### src/rtl/frontend_pipe_ctrl.sv
// Frontend pipeline stall/clear sequencer: NORMAL -> FLUSH -> RECOVER -> NORMAL.
// Optional perf counters are enabled by defining PIPE_CTRL_PERF_EN.
module frontend_pipe_ctrl #(
    parameter int unsigned IQ_NUM         = 3,
    parameter int unsigned RECOVER_CYCLES = 2,
    parameter int unsigned CNT_WIDTH      = 32
) (
    input  logic              clock,
    input  logic              reset,
    input  logic              rob_full,
    input  logic [IQ_NUM-1:0] iq_full,
    input  logic              freelist_empty,
    input  logic              br_mispredict,
    input  logic              exception,
    output logic              stall_if_id,
    output logic              stall_id_rr,
    output logic              stall_rr_dp,
    output logic              clear_if_id,
    output logic              clear_id_rr,
    output logic              clear_rr_dp,
    output logic              fetch_redirect,
    output logic              rename_recover,
    output logic [1:0]        ctrl_state
`ifdef PIPE_CTRL_PERF_EN
    ,
    output logic [CNT_WIDTH-1:0] perf_stall_cycles,
    output logic [CNT_WIDTH-1:0] perf_flush_count
`endif
);

    typedef enum logic [1:0] {
        ST_NORMAL  = 2'd0,
        ST_FLUSH   = 2'd1,
        ST_RECOVER = 2'd2,
        ST_ILLEGAL = 2'd3
    } state_t;

    localparam logic [3:0] RCNT_RELOAD = 4'(RECOVER_CYCLES - 1);

    if (RECOVER_CYCLES < 1 || RECOVER_CYCLES > 15 || CNT_WIDTH < 1) begin : g_bad_params
        $error("frontend_pipe_ctrl: RECOVER_CYCLES must be 1..15 and CNT_WIDTH >= 1");
    end

    state_t     state, state_nxt;
    logic [3:0] rcnt, rcnt_nxt;
    logic       busy;
    logic       evt;
    logic       stall_all;
    logic       clear_all;

    assign busy = rob_full | (|iq_full) | freelist_empty;
    // A simultaneous mispredict and exception is one event and one flush.
    assign evt  = br_mispredict | exception;

    // NOTE: sequential state uses non-blocking assignments so every flop samples pre-edge values.
    always_ff @(posedge clock) begin
        if (reset) begin
            state <= ST_NORMAL;
            rcnt  <= 4'd0;
        end else begin
            state <= state_nxt;
            rcnt  <= rcnt_nxt;
        end
    end

    // NOTE: defaults first so every path assigns every target and no latch is inferred.
    always_comb begin
        state_nxt = state;
        rcnt_nxt  = rcnt;
        case (state)
            ST_NORMAL: begin
                if (evt) state_nxt = ST_FLUSH;
            end
            ST_FLUSH: begin
                if (evt) begin
                    state_nxt = ST_FLUSH;
                end else begin
                    state_nxt = ST_RECOVER;
                    rcnt_nxt  = RCNT_RELOAD;
                end
            end
            ST_RECOVER: begin
                if (evt) begin
                    state_nxt = ST_FLUSH;
                end else if (rcnt == 4'd0) begin
                    state_nxt = ST_NORMAL;
                end else begin
                    rcnt_nxt = rcnt - 4'd1;
                end
            end
            default: state_nxt = ST_NORMAL;
        endcase
    end

    // Reset forces the registers clear so nothing stale reaches the backend.
    always_comb begin
        stall_all      = 1'b0;
        clear_all      = 1'b0;
        fetch_redirect = 1'b0;
        rename_recover = 1'b0;
        if (reset) begin
            clear_all = 1'b1;
        end else begin
            case (state)
                ST_NORMAL:  stall_all = busy;
                ST_FLUSH: begin
                    clear_all      = 1'b1;
                    fetch_redirect = 1'b1;
                end
                ST_RECOVER: begin
                    stall_all      = 1'b1;
                    rename_recover = 1'b1;
                end
                default: ;
            endcase
        end
    end

    assign stall_if_id = stall_all;
    assign stall_id_rr = stall_all;
    assign stall_rr_dp = stall_all;
    assign clear_if_id = clear_all;
    assign clear_id_rr = clear_all;
    assign clear_rr_dp = clear_all;
    assign ctrl_state  = state;

`ifdef PIPE_CTRL_PERF_EN
    // Every cycle spent in FLUSH was entered by an event, so count FLUSH-bound transitions.
    always_ff @(posedge clock) begin
        if (reset) begin
            perf_stall_cycles <= '0;
            perf_flush_count  <= '0;
        end else begin
            if (state == ST_NORMAL && busy && perf_stall_cycles != '1)
                perf_stall_cycles <= perf_stall_cycles + 1'b1;
            if (state_nxt == ST_FLUSH && perf_flush_count != '1)
                perf_flush_count <= perf_flush_count + 1'b1;
        end
    end
`endif

endmodule

### config.mk
export PLATFORM = sky130hd
export DESIGN_NAME = frontend_pipe_ctrl
export DESIGN_NICKNAME = d
export VERILOG_FILES = /design/src/rtl/frontend_pipe_ctrl.sv
export SDC_FILE = /design/constraint.sdc
export NUM_CORES = 1
export LEC_CHECK = 0
export CORE_AREA = 2 2 39 41
export CTS_CLUSTER_SIZE = 14
export DETAILED_ROUTE_END_ITERATION = 12
export DIE_AREA = 0 0 41 43
export PLACE_DENSITY = 0.75
export SYNTH_ARGS = -nofsm -noshare
export SYNTH_HDL_FRONTEND = slang
export SYNTH_SLANG_ARGS = --single-unit
### constraint.sdc
create_clock -name clock -period 1.4 [get_ports clock]
set_clock_uncertainty 0.15 [all_clocks]
set_input_delay 0.14 -clock clock [delete_from_list [all_inputs] [get_ports clock]]
set_output_delay 0.14 -clock clock [all_outputs]
set_load 0.1 [all_outputs]
==> flow_metrics.py, run 1 <==
metrics = {
    "clocking": {
        "htreeDepth": 1,
        "path_clk_slew_ps": 40,
        "cts.path.max_buffers": 2,
        "cts.sinks": 6,
        "clk_latency_ps": 250,
        "cts_buffers": 3,
        "clock-root-buffer": "clkbuf_4",
        "cts_tree": "yes",
    },
    "cells_and_area": {
        "fillers": 101,
        "design_area_sq_um": 950,
        "area_growth_pct": 117,
        "antenna-diode-count": 0,
        "final_util": 0.686,
        "regArea_sq_um": 130,
        "multi_input_area_sq_um": 362,
        "drive_gt1_frac": 0.644,
        "layout.nets": 99,
        "layout_commonest_cell": "buf_4",
        "final_cell_count_no_fill": 103,
        "final_cell_mix": "14 x buf_4, 10 x buf_12, 4 x nor2_1",
    },
    "global_routing": {
        "grt_max_degree": 9,
        "grt.total_usage": 0.205,
        "gr-total-overflow": 0,
        "antenna_found_initial": 0,
        "grt_first_pass_wirelength_um": 2460,
        "grt_pass1_vias": 571,
    },
    "status": {
        "violations": "negative setup slack",
        "outcome": "finished, violations left",
    },
    "floorplan": {
        "io_pins": 19,
        "core-area_sq_um": 1380,
        "die_y_um": 43,
        "die_width_um": 41,
        "row_count": 14,
        "dieArea_sq_um": 1760,
        "start_util": 0.316,
    },
    "worst_setup_path": {
        "cp.arrival_ps": 1500,
        "start_kind": "register",
        "crit_required_ps": 1370,
        "crit_type": "reg -> reg",
        "path_max_fanout": 4,
        "cp-end-kind": "register",
    },
    "logic_synthesis": {
        "synthesis.nets": 67,
        "synthFlopType": "dfxtp_1",
        "yosys_warnings": 0,
        "synth_cell_type_count": 30,
        "ys_seq_area_frac": 0.274,
        "syn_avg_cell_area_sq_um": 7.68,
        "ys_ff_latch": 6,
        "syn_inst": 57,
        "async_reset_ff_frac": 0,
        "yosys-top-cells-area": "dfxtp_1 27%, buf_4 6.9%, nor2_1 5.1%",
        "synth.largest_area_cell": "dfxtp_1",
        "mappedNetlistArea_sq_um": 438,
        "synth.top_cell.area_share": 0.274,
        "synth_edf_count": 0,
    },
    "placed_design": {
        "dp.cells": 92,
        "place.gp.congestion": 0.775,
        "pre_cts_slack_ps": -458,
        "dpl_cell_area_sq_um": 833,
        "port_buffers": 18,
        "dpl.hpwl_um": 1010,
    },
    "power": {
        "powerDensity_nw_per_um2": 712,
        "p_leak_nw": 0.373,
        "fin_total_pwr_mw": 0.676,
        "vdd_drop_max_uv": 374,
    },
    "worst_hold_path": {
        "worstHoldPathType": "in -> reg",
    },
    "timing": {
        "rsz0062_at_grt": "true",
        "tns_ps": -765,
        "hold_viol": 0,
        "fmax_ghz": 0.654,
        "slew_headroom": 0.757,
        "period_needed_ps": 1530,
        "setup_ws_ps": -129,
        "worstMarginPinSlew_ps": 364,
        "fin_crit_sh": 1.09,
        "slew_violations": 0,
        "whs_ps": 293,
        "finalSetupViolCount": 8,
    },
    "drt": {
        "post_drt_wl_per_cell_um": 14.4,
        "wl_um": 1480,
        "drtIter0Drc": 14,
        "via_per_inst": 5.61,
        "drt-pass1-iter-count": 4,
        "antenna_left": 0,
        "drc_errors": 0,
        "vias": 578,
    },
    "job": {
        "cap_violations": 0,
    },
}
==> cell families (layout without fill, tap and decap cells) <==
| logic type | after synthesis | count (layout) | synth area share |
|---|---|---|---|
| flip-flops | 6 | 6 | 0.274 |
| AO/OA/AOI/OAI | 12 | 12 | 0.214 |
| AND/OR/NAND/NOR | 27 | 27 | 0.349 |
| adder cells (fa/ha/maj) | 1 | 1 | 0.0286 |
| buffers and inverters | 11 | 41 | 0.134 |
==> repair_timing <==
| action | 4_1_cts | 5_1_grt |
|---|---|---|
| pin swaps | 7 | 1 |
| hold buffers | 0 | 0 |
| setup buffers | 7 | 1 |
| gates resized for setup | 18 | 5 |
| hold endpoints to repair | 0 | 0 |
| endpoints found under the setup margin | 12 | 13 |
==> flip-flops by register name (all words and copies together) (netlist names) <==
name / flops
ctrl_state: 2
rcnt: 4
==> worst max-delay path, cell delays in order, from the launching register on <==
cell,delay (ps)
dfxtp_2,320
inv_2,70
ha_4,150
or3b_4,390
a32oi_2,220
o32ai_1,100
==> metal layers <==
| metal | routed length (um) | vias up | track usage | share of wire |
|---|---|---|---|---|
| met4 | 31 | 0 | 0.0733 | 0.021 |
| met3 | 79 | 6 | 0.0890 | 0.053 |
| met1 | 554 | 284 | 0.233 | 0.37 |
| li1 | - | 268 | - | - |
| met5 | 0 | - | 0 | 0 |
| met2 | 814 | 20 | 0.325 | 0.55 |
==> worst paths after layout <==
check / start / to / slack, ps / cells after the start
worst max-delay path: rcnt[1] / rcnt[1] / -130 / 5
worst min-delay path: reset / rcnt[1] / 290 / 2
worst max register to register: rcnt[1] / rcnt[1] / -130 / 5
worst min register to register: ctrl_state[1] / ctrl_state[0] / 370 / 1
==> Yosys cell counts, types with 2 or more instances <==
master,n
dfxtp_1,6
nor2_1,6
buf_4,4
inv_1,4
nand2_1,4
nor3_1,4
a211oi_1,2
a31oi_1,2
buf_2,2
nand2b_1,2
nand4_1,2
==> cell type report <==
cell class	instances	share of cell area
timing repair buffer	34	0.422
multi-input combinational	40	0.381
sequential	6	0.137
clock buffer	3	0.0237
tap	16	0.0211
inverter	4	0.0158
==> report_power, final <==
group | internal [mW] | switching (mW)
clock | 0.0973 | 0.0674
sequential | 0.174 | 0.00851
combinational | 0.132 | 0.197
total | 0.403 | 0.273
Note: power is estimated with default switching activity, not from simulation.
==> run 2, diff against run 1 <==
- PLACE_DENSITY: 0.75 -> 0.73
- clock period: 1.4 -> 1.5 ns (I/O delays scaled with it)
==> run 2 against run 1 <==
Net effect:
- the flow still finishes with violations (negative setup slack)
- clock power shrank 10%
- sequential share of layout area up 0.85 points
- combinational power decreased by 12%
- highest routed layer is now met3
==> flow_metrics.py, run 2 (synthesized netlist as in run 1, its figures left out) <==
metrics = {
    "timing": {
        "worstMarginPinSlew_ps": 362,
        "setup_ws_ps": -57.6,
        "rsz0062_at_grt": "true",
        "period_needed_ps": 1560,
        "slew_headroom": 0.755,
        "fmax_ghz": 0.642,
        "whs_ps": 252,
        "slew_violations": 0,
        "fin_crit_sh": 1.04,
        "hold_viol": 0,
        "finalSetupViolCount": 5,
    },
    "floorplan": {
        "core-area_sq_um": 1380,
        "dieArea_sq_um": 1760,
        "io_pins": 19,
        "die_width_um": 41,
        "row_count": 14,
        "start_util": 0.316,
        "die_y_um": 43,
    },
    "job": {
        "cap_violations": 0,
    },
    "cells_and_area": {
        "top_register": "rcnt",
        "final_cell_mix": "11 x buf_4, 10 x buf_12, 4 x nor2_1",
        "layout_commonest_cell": "buf_4",
        "final_cell_count_no_fill": 99,
        "drive_gt1_frac": 0.578,
        "area_growth_pct": 102,
        "layout.nets": 95,
        "antenna-diode-count": 0,
        "largest_reg_flops": 4,
    },
    "global_routing": {
        "grt_first_pass_wirelength_um": 2040,
        "grt_max_degree": 15,
        "grt.total_usage": 0.176,
        "gr-total-overflow": 0,
        "grt_pass1_vias": 443,
        "antenna_found_initial": 0,
    },
    "placed_design": {
        "dpl.hpwl_um": 846,
        "dp.cells": 90,
        "port_buffers": 18,
        "place.gp.congestion": 0.776,
    },
    "power": {
        "sw_frac_of_total": 0.399,
        "intPower_mw": 0.366,
        "vdd_drop_max_uv": 515,
        "clkPwrFrac": 0.243,
        "p_comb_frac": 0.476,
        "powerDensity_nw_per_um2": 689,
        "power_frac_seq": 0.281,
        "power.net_switching_mw": 0.244,
        "p_leak_nw": 0.343,
        "fin_total_pwr_mw": 0.610,
    },
    "clocking": {
        "path_clk_slew_ps": 40,
        "clk_latency_ps": 250,
        "cts_hold_buf": 0,
        "cts_buffers": 3,
        "clock-root-buffer": "clkbuf_4",
        "cts_tree": "yes",
        "htreeDepth": 1,
        "cts.sinks": 6,
        "cts.path.max_buffers": 2,
    },
    "worst_setup_path": {
        "cp-end-kind": "output port",
        "path_max_fanout": 6,
        "start_kind": "register",
        "cp.arrival_ps": 1260,
        "crit_required_ps": 1200,
        "crit_type": "reg -> out",
    },
    "drt": {
        "drt-pass1-iter-count": 4,
        "vias": 506,
        "drc_errors": 0,
        "drtIter0Drc": 16,
        "antenna_left": 0,
        "wl_um": 1270,
        "via_per_inst": 5.11,
        "post_drt_wl_per_cell_um": 12.8,
    },
    "status": {
        "outcome": "finished, violations left",
        "violations": "negative setup slack",
    },
    "worst_hold_path": {
        "worstHoldPathType": "in -> reg",
    },
}
[run 2: changes by cell type in the layout (fill, tap and decap cells not counted), sizes merged]
cell    previous run  this run
clkbuf             3         4
buf               29        24
[run 2: area by class of cell]
type | count | area [sq um]
Fill cell | 106 | 498
Timing Repair Buffer | 30 | 360
Multi-Input combinational cell | 40 | 339
Sequential cell | 6 | 129
Clock buffer | 3 | 22.5
Tap cell | 16 | 20.0
Inverter | 4 | 15.0
[run 2: per-layer routing]
metal  GRT usage  share of wire  vias up
met5           0              0        -
met4      0.0400              0        0
met3      0.0942          0.050        0
met2       0.256           0.52       13
met1       0.224           0.43      235
li1            -              -      258
[run 2: worst paths after layout]
path / cells after the start / from / to / slack [ps]
worst max-delay path: 3 / ctrl_state[1] / stall_rr_dp / -60
worst min-delay path: 2 / reset / rcnt[1] / 250
worst max register to register: 5 / rcnt[0] / rcnt[1] / 0
worst min register to register: 2 / rcnt[1] / rcnt[1] / 370
[run 2: stage by stage]
stage               setup slack, ps  area (sq um)  TNS, ps   util
floorplan                      -744           563    -2530      -
CTS                           -66.8           840     -350  0.607
global route                  -99.1           886     -454  0.640
global placement               -336           806    -1120  0.582
finish                        -57.6           886     -194  0.640
detailed placement             -353           806    -1260  0.582
[run 2: worst max-delay path, cell delays in order, from the launching register on]
cell,delay [ps]
dfxtp_4,380
nor3_4,60
nor3_4,340
buf_12,220
[run 2: what timing repair did]
| item | in CTS | in global routing |
|---|---|---|
| setup buffers | 0 | 6 |
| setup endpoints to repair | 10 | 11 |
| pin swaps | 5 | 5 |
| hold endpoints to repair | 0 | 0 |
| resized for setup | 19 | 2 |
[run 2: power groups by stage]
stage / Clock (mW) / Sequential [mW] / Combinational [mW]
6_report: 0.148 / 0.172 / 0.290
5_1_grt: 0.163 / 0.172 / 0.302
2_1_floorplan: 0 / 0.188 / 0.191
4_1_cts: 0.155 / 0.176 / 0.277
3_5_place_dp: 0 / 0.178 / 0.275
3_3_place_gp: 0 / 0.178 / 0.273
